--- config.mk ---
export PLATFORM = sky130hd
export DESIGN_NAME = if_fetch
export DESIGN_NICKNAME = d
export VERILOG_FILES = /design/src/rtl/venus_pkg.sv /design/src/rtl/if_skid.sv /design/src/rtl/if_fetch.sv
export SDC_FILE = /design/constraint.sdc
export NUM_CORES = 1
export LEC_CHECK = 0
export BUFFER_PORTS_ARGS = -buffer_cell sky130_fd_sc_hd__buf_2
export CORE_ASPECT_RATIO = 1.1
export CORE_MARGIN = 2
export CORE_UTILIZATION = 56
export DETAILED_ROUTE_END_ITERATION = 8
export PLACE_DENSITY = 0.87
export SETUP_SLACK_MARGIN = 0.05
export SYNTH_ARGS = -nofsm -noshare
export SYNTH_HDL_FRONTEND = slang
export SYNTH_HIERARCHICAL = 1
export SYNTH_SLANG_ARGS = --single-unit
--- constraint.sdc ---
create_clock -name clk -period 2.6 [get_ports clk]
set_input_delay 0.52 -clock clk [delete_from_list [all_inputs] [get_ports clk]]
set_output_delay 0.52 -clock clk [all_outputs]
set_load 0.01 [all_outputs]
--- src/rtl/venus_pkg.sv ---
// rtl/venus_pkg.sv - shared widths, bubble encoding and fetch state type for venus
package venus_pkg;

  localparam int W_INST = 32;
  localparam int W_PC   = 16;
  localparam int W_OPC  = 7;

  // Opcode 0000_100: integer class, no register reservation, so decode treats it as a no-op.
  localparam logic [W_INST-1:0] BUBBLE_INST = 32'h0800_0000;

  typedef enum logic [1:0] {
    IDLE  = 2'd0,
    FETCH = 2'd1,
    HOLD  = 2'd2,
    FLUSH = 2'd3
  } fetch_state_t;

  function automatic logic [W_PC-1:0] pc_inc(input logic [W_PC-1:0] pc);
    return pc + 16'd1;
  endfunction

endpackage

--- src/rtl/if_skid.sv ---
// rtl/if_skid.sv - one-entry {inst, pc} skid buffer with load/unload/clear
module if_skid
  import venus_pkg::*;
(
  input  logic              clk,
  input  logic              rst,
  input  logic              load,
  input  logic              unload,
  input  logic              clear,
  input  logic [W_INST-1:0] inst_in,
  input  logic [W_PC-1:0]   pc_in,
  output logic              full,
  output logic [W_INST-1:0] inst,
  output logic [W_PC-1:0]   pc
);

  always_ff @(posedge clk) begin
    if (!rst) begin
      full <= 1'b0;
      inst <= BUBBLE_INST;
      pc   <= '0;
    end else if (clear || unload) begin
      full <= 1'b0;
    end else if (load) begin
      full <= 1'b1;
      inst <= inst_in;
      pc   <= pc_in;
    end
  end

endmodule

--- src/rtl/if_fetch.sv ---
// rtl/if_fetch.sv - venus instruction-fetch stage: PC, imem req/ack, skid and branch flush
module if_fetch
  import venus_pkg::*;
#(
  parameter logic [W_PC-1:0]   RESET_PC = 16'h0000,
  parameter logic [W_INST-1:0] BUBBLE   = BUBBLE_INST
) (
  input  logic              clk,
  input  logic              rst,
  input  logic              stall_i,
  input  logic              br_taken_i,
  input  logic [W_PC-1:0]   br_target_i,
  output logic              imem_req_o,
  output logic [W_PC-1:0]   imem_addr_o,
  input  logic              imem_ack_i,
  input  logic [W_INST-1:0] imem_data_i,
  output logic [W_INST-1:0] inst_o,
  output logic [W_PC-1:0]   pc_value_o,
  output logic              valid_o
);

  fetch_state_t      state, state_n;
  logic [W_PC-1:0]   pc_r, pc_n, addr_r, addr_n, pcv_r, pcv_n;
  logic [W_INST-1:0] inst_r, inst_n;
  logic              valid_r, valid_n;
  logic              req;
  logic              skid_load, skid_unload, skid_clear, skid_full;
  logic [W_INST-1:0] skid_inst;
  logic [W_PC-1:0]   skid_pc;

  if_skid u_skid (
    .clk     (clk),
    .rst     (rst),
    .load    (skid_load),
    .unload  (skid_unload),
    .clear   (skid_clear),
    .inst_in (imem_data_i),
    .pc_in   (addr_r),
    .full    (skid_full),
    .inst    (skid_inst),
    .pc      (skid_pc)
  );

  always_ff @(posedge clk) begin
    if (!rst) begin
      state   <= IDLE;
      pc_r    <= RESET_PC;
      addr_r  <= RESET_PC;
      inst_r  <= BUBBLE;
      pcv_r   <= '0;
      valid_r <= 1'b0;
    end else begin
      state   <= state_n;
      pc_r    <= pc_n;
      addr_r  <= addr_n;
      inst_r  <= inst_n;
      pcv_r   <= pcv_n;
      valid_r <= valid_n;
    end
  end

  always_comb begin
    state_n     = state;
    pc_n        = pc_r;
    addr_n      = addr_r;
    inst_n      = inst_r;
    pcv_n       = pcv_r;
    valid_n     = valid_r;
    req         = 1'b0;
    skid_load   = 1'b0;
    skid_unload = 1'b0;
    skid_clear  = 1'b0;

    unique case (state)
      IDLE: state_n = FETCH;
      FETCH: begin
        req = 1'b1;
        if (imem_ack_i) begin
          pc_n   = pc_inc(addr_r);
          addr_n = pc_inc(addr_r);
          if (!stall_i) begin
            inst_n  = imem_data_i;
            pcv_n   = addr_r;
            valid_n = 1'b1;
          end else begin
            skid_load = 1'b1;
            state_n   = HOLD;
          end
        end else if (!stall_i) begin
          inst_n  = BUBBLE;
          valid_n = 1'b0;
        end
      end
      HOLD: begin
        if (!stall_i && skid_full) begin
          inst_n      = skid_inst;
          pcv_n       = skid_pc;
          valid_n     = 1'b1;
          skid_unload = 1'b1;
          addr_n      = pc_r;
          state_n     = FETCH;
        end
      end
      FLUSH: begin
        req = 1'b1;
        if (imem_ack_i) begin
          addr_n  = pc_r;
          state_n = FETCH;
        end
      end
      default: state_n = IDLE;
    endcase

    // A redirect overrides stall and ack; an outstanding request must still be drained.
    if (br_taken_i) begin
      inst_n      = BUBBLE;
      valid_n     = 1'b0;
      pcv_n       = pcv_r;
      skid_load   = 1'b0;
      skid_unload = 1'b0;
      skid_clear  = 1'b1;
      pc_n        = br_target_i;
      if ((state == FETCH || state == FLUSH) && !imem_ack_i) begin
        addr_n  = addr_r;
        state_n = FLUSH;
      end else begin
        addr_n  = br_target_i;
        state_n = FETCH;
      end
    end
  end

  assign imem_req_o  = req;
  assign imem_addr_o = addr_r;
  assign inst_o      = inst_r;
  assign pc_value_o  = pcv_r;
  assign valid_o     = valid_r;

endmodule

# --- Yosys cells after proc, flatten, opt, wreduce, memory -nomap -nowiden ---
# Index checks and enable logic that the tools add are counted.
op_classes:
  addsub: 1
  eq_ne: 11
  n_mux: 38
  bitwise: 3
  n_reduce_logical: 20
op_table:
  columns: ["cell", "n"]
  rows:
  - ["$mux 16", 10]
  - ["$mux 32", 4]
  - ["$pmux 32 s2", 1]
  - ["$pmux 16 s3", 1]
  - ["$pmux 16 s2", 1]
  - ["$add 16x1->16 const B", 1]
  - ["$mux 1", 13]
  - ["$mux 2", 6]
  - ["$ne 3x3->1 const B", 4]
  - ["$reduce_and 5->1", 2]
  - ["$ne 2x2->1 const B", 4]
  - ["$pmux 2 s4", 1]
  - ["$reduce_bool 2->1", 3]
  - ["$reduce_or 2->1", 3]
  - ["$eq 2x2->1 const B", 2]
  - ["$reduce_and 2->1", 2]
  - ["$reduce_and 4->1", 1]
  - ["$reduce_bool 4->1", 1]
  - ["$not 1->1", 3]
  - ["$reduce_and 3->1", 1]
  - ["$eq 2x1->1 const B", 1]
  - ["$logic_and 1x1->1", 2]
  - ["$logic_not 1->1", 2]
  - ["$logic_not 2->1", 1]
  - ["2 further kinds", 3]
word_totals:
  ff_bits: 132
  in_bits: 53
  output_inout_bits: 66
  elab_cells: 82

# --- Depth between registers and ports, before layout ---
depth:
  ltp_word: 8
  depth_mapped: 10
  ltp_nobuf: 7

# --- Hierarchy ---
# Netlist, hierarchy kept.
by_module_without_submodules:
  columns: ["module", "n_inst", "cells_each", "area_per_inst_um2", "seq_area_each_um2"]
  rows:
  - ["if_fetch", 1, 520, 4337.9, 1661.6]
  - ["if_skid", 1, 212, 1940.6, 980.9]

# --- Worst setup path before layout ---
# OpenSTA, ideal clock, no wires.
synth_timing:
  path_type: "register to register"
  startpoint: "reg state[0]"
  endpoint: "reg u_skid.inst[10]"
  setup_time_ns: 0.120
  t_arrival_ns: 2.105
  required_ns: 2.480
  slack_ns: 0.376
  stages_incl_launch_ff: 11
  n_path_buf: 4
  synth_period_minus_slack_ns: 2.224
  cell_sequence: "dfxtp_1 > inv_1 > ha_1 > buf_4 > clkbuf_1 > inv_1 > nor3_1 > nor3b_2 > buf_4 > buf_6 > mux2i_1"
synth_via:
  elab_chain_len: 6
  word_cells_on_any_way: 9
  classes_between: "eq/ne (2); mux (4); bitwise (1); reduce/logical (2)"
synth_lines:
  columns: ["item", "line", "text"]
  rows:
  - ["start: declaration", "if_fetch.sv:22", "fetch_state_t state, state_n;"]
  - ["start signal: assignment", "if_fetch.sv:53", "state <= state_n;"]
  - ["$eq 2x2->1", "if_fetch.sv:74", "unique case (state)"]
  - ["$mux 1", "if_fetch.sv:74", null]
  - ["$mux 1", "if_fetch.sv:115", "if (br_taken_i) begin"]
  - ["named net skid_unload", "if_fetch.sv:27", "logic skid_load, skid_unload, skid_clear, skid_full;"]
  - ["$logic_or 1x1->1", "if_skid.sv:22", "end else if (clear || unload) begin"]
  - ["$not 1->1 (no source line)", null, null]
  - ["$reduce_and 2->1 (no source line)", null, null]
  - ["end signal: assignment", "if_skid.sv:26", "inst <= inst_in;"]
  - ["end: declaration", "if_skid.sv:13", "output logic [W_INST-1:0] inst,"]
# The timed path passes the listed nets, and every way through them passes these cells.
# A chain may end at the register's enable or synchronous reset.

# --- Worst setup path in the final report ---
layout_timing:
  startpoint: "reg state[1]"
  endpoint: "reg addr_r[13], in the netlist imem_addr_o[13]"
layout_via:
  elab_chain_len: 5
  word_cells_on_any_way: 13
  classes_between: "eq/ne (7); mux (2); reduce/logical (4)"
layout_lines:
  columns: ["item", "line", "text"]
  rows:
  - ["$eq 2x1->1 or $eq 2x2->1 (tied branches)", "if_fetch.sv:74, if_fetch.sv:123", null]
  - ["$logic_or 1x1->1", "if_fetch.sv:123", "if ((state == FETCH || state == FLUSH) && !imem_ack_i) begin"]
  - ["$logic_and 1x1->1", "if_fetch.sv:123", null]
  - ["$ne 2x2->1 (no source line)", null, null]
  - ["$reduce_and 5->1 (no source line)", null, null]
  - ["end signal: assignment", "if_fetch.sv:55", "addr_r <= addr_n;"]
  - ["end: declaration", "if_fetch.sv:23", "logic [W_PC-1:0] pc_r, pc_n, addr_r, addr_n, pcv_r, pcv_n;"]
# Parallel ways exist; a longest one is shown, timed or not.

==> summary.md <==
| Metric | Value |
|---|---|
| Outcome | `completed` |
| Max capacitance violation total | `0` |
| Final Hold Fails | `0` |
| Worst slew margin | `58.8%` |
| CTS H-Tree Depth | `4` |
| Final Max Slew Viols | `0` |
| Layout cells sized above 1 | `22.9%` |
| Final hold slack | `358 ps` |
| I/O pin cnt | `119` |
| Fin crit share | `86.2%` |
| Antenna diodes | `0` |
| CP max stage cell | `a21oi_4` |
| Placed Area | `6970 um2` |
| Clk_lat worst skew | `420 ps` |
| Final clock skew | `6.56 ps` |
| Setup Viol. Count Final | `0` |
| Core area | `10900 um2` |
| Gr ovfl total | `0` |
| Post-synth EDFFs | `0` |
| Clock Sinks | `132` |
| Routed WL per cell | `16.6 um` |
| Leak | `0.00302 uW` |
| GRT Overall Usage | `27.4%` |
| Yosys top cell by area | `dfxtp_1` |
| Drt total wl | `16.4 mm` |
| Hold Crit Class | `primary input to flip-flop` |
| Die area | `12100 um2` |
| Min cycle time layout | `2240 ps` |
| Gpl congestion | `0.956` |
| Synth cell types | `60` |
| Die width | `105 um` |
| CTS buffer count | `17` |
| Seq cells post-synth | `132` |
| Final non-filler cell total | `988` |
| Placement Setup Slack | `331 ps` |
| Post-Syn Nets | `790` |
| Crit-path max FO | `16` |
| Syn avg cell area | `8.58 um2` |
| Vias in the first global route | `5381` |
| Global-route wire length before repair | `26.6 mm` |
| Via count | `5876` |
| Pin count of the biggest net entering global routing | `55` |
| Startpoint Class | `flip-flop` |
| Number of buffer and inverter stages on the critical path | `1` |
| Syn. warnings | `6` |
| Filler instances | `870` |
| Dpl cells | `956` |
| Setup_tns | `0 ps` |
| Setup Buffers After CTS | `0` |
| Area share of the largest cell type after synthesis | `42.1%` |
| Worst EP required | `2910 ps` |
| Seq/Total Area, Yosys | `42.1%` |
| Initial antenna violation count | `0` |
| Delay-heaviest family, CP | `compound AO/OA/AOI/OAI gates` |
| Via/cell ratio | `5.95` |
| Post-Synthesis Cell Area | `6280 um2` |
| FFs w/ async S/R, synth | `0%` |
| RSZ-0062 raised after global routing | `no` |
| Ys flop type | `dfxtp_1` |
| Starting Density | `57.5%` |
| Die Y | `115 um` |
| Post-route ant nets | `0` |
| First-pass DRT Iterations | `7` |
| Layout area overhead | `21.9%` |
| Nets | `886` |
| Slew @ Worst Pin | `612 ps` |
| Design area | `7650 um2` |
| Buffers added on ports | `118` |
| Most frequent cells in the layout | `dfxtp_1, nand2_1, buf_2` |
| Post-route DRC | `0` |
| Commonest non-fill, non-tap cell in the layout | `dfxtp_1` |
| Peak VDD IR | `0.505 mV` |
| CP cell instances | `inv_1 > ha_1 > a21oi_1 > o22ai_4 > a21oi_4 > o21ai_0 > a22oi_1` |
| Clock Tree Buf Depth | `2` |
| CTS clk-pin slew, worst paths | `60 ps` |
| CTS tree | `yes` |
| Critical path class | `flip-flop to flip-flop` |
| CTS root buf | `clkbuf_16` |
| CP arrival | `2550 ps` |
| DRT iter0 DRCs | `470` |
| Cells after synthesis | `732` |
| Pwr Density | `761 nW/um2` |
| Fmax | `0.446 GHz` |
| Slowest stage delay, CP | `400 ps` |
| Setup ws final | `358 ps` |
| DPL Wire Length | `10.7 mm` |
| CP Capture Type | `flip-flop` |
| Synth area leaders | `dfxtp_1, mux2i_1, nand2_1` |
| # rows | `40` |
## layout make-up
type	count	area, um2	area share (%)
inverters	9	33.8	0.441
multi-input cells	526	3320	43.3
clock buffers	21	480	6.28
clock inverters	11	196	2.57
flip-flops and latches	132	2640	34.5
repair buffers	142	798	10.4
well taps	147	184	2.40
## cells by family (layout without fill, tap and decap cells)
group                    count (synthesis)  after routing  share of synthesized area [%]
AND/OR/NAND/NOR                        249            249                           17.2
AO/OA/AOI/OAI                          192            192                           21.7
flip-flops                             132            132                           42.1
buffers and inverters                   74            183                           5.50
multiplexers                            66             66                           10.5
XOR/XNOR                                14             14                           1.95
adder cells (fa/ha/maj)                  5              5                          0.996
## metal layers
layer	up-vias	track usage (%)	wire length, um	part of all wire, %
met5	-	0	0	0
met1	2742	34.5	6860	42
met2	270	45.8	7840	48
met3	43	5.67	1300	7.9
li1	2821	-	-	-
met4	0	12.2	417	2.5
## synthesized netlist by cell type, types with 5 or more instances
cell	number
a22oi_1	32
buf_2	21
buf_4	5
mux2i_1	66
and3_1	6
o21ai_0	25
xor2_1	9
nor3_1	6
a2bb2oi_1	5
dfxtp_1	132
a211oi_1	54
clkbuf_1	33
nor2_1	79
nand3_1	12
xnor2_1	5
nand2_1	118
inv_1	8
a21oi_1	38
ha_1	5
## power breakdown
group	internal (uW)	switching, uW	total, uW
Sequential	2130	120	2250
Combinational	338	511	848
Clock	1810	913	2720
## final timing paths
check | depth (start not counted) | to | slack [ps] | start
max | 7 | imem_addr_o[13] | 360 | state[1]
min | 3 | pc_r[3] | 360 | br_target_i[3]
max reg2reg | 7 | imem_addr_o[13] | 360 | state[1]
min reg2reg | 2 | u_skid/pc[12] | 460 | u_skid/pc[12]
## state kept, by name (all words and copies together), names as in the netlist
| register | cells |
|---|---|
| state | 2 |
| pc_r | 16 |
| imem_addr_o | 16 |
| valid_o | 1 |
| u_skid/pc | 16 |
| u_skid/inst | 32 |
| pc_value_o | 16 |
| u_skid/full | 1 |
| inst_o | 32 |
## worst register-to-register path: cells and delay by family (launching register included)
family | cells | cell delay, ps
flops | 1 | 370
compound gates | 5 | 1440
buf+inv | 1 | 80
fa+ha+maj | 1 | 250
## through the flow
| stage | total power, uW | utilization (%) |
|---|---|---|
| global route | 6030 | 70.1 |
| CTS | 5820 | 70.1 |
| finish | 5820 | 70.1 |
| global placement | 3100 | 63.9 |
| floorplan | 2820 | - |
| detailed placement | 3120 | 63.9 |
## repair_timing
item / 4_1_cts / 5_1_grt
setup endpoints to repair: 0 / 1
gates resized for setup: 0 / 1
endpoints found under the hold margin: 0 / 0
hold buffers: 0 / 0
Power figures use the tool's default switching activity.
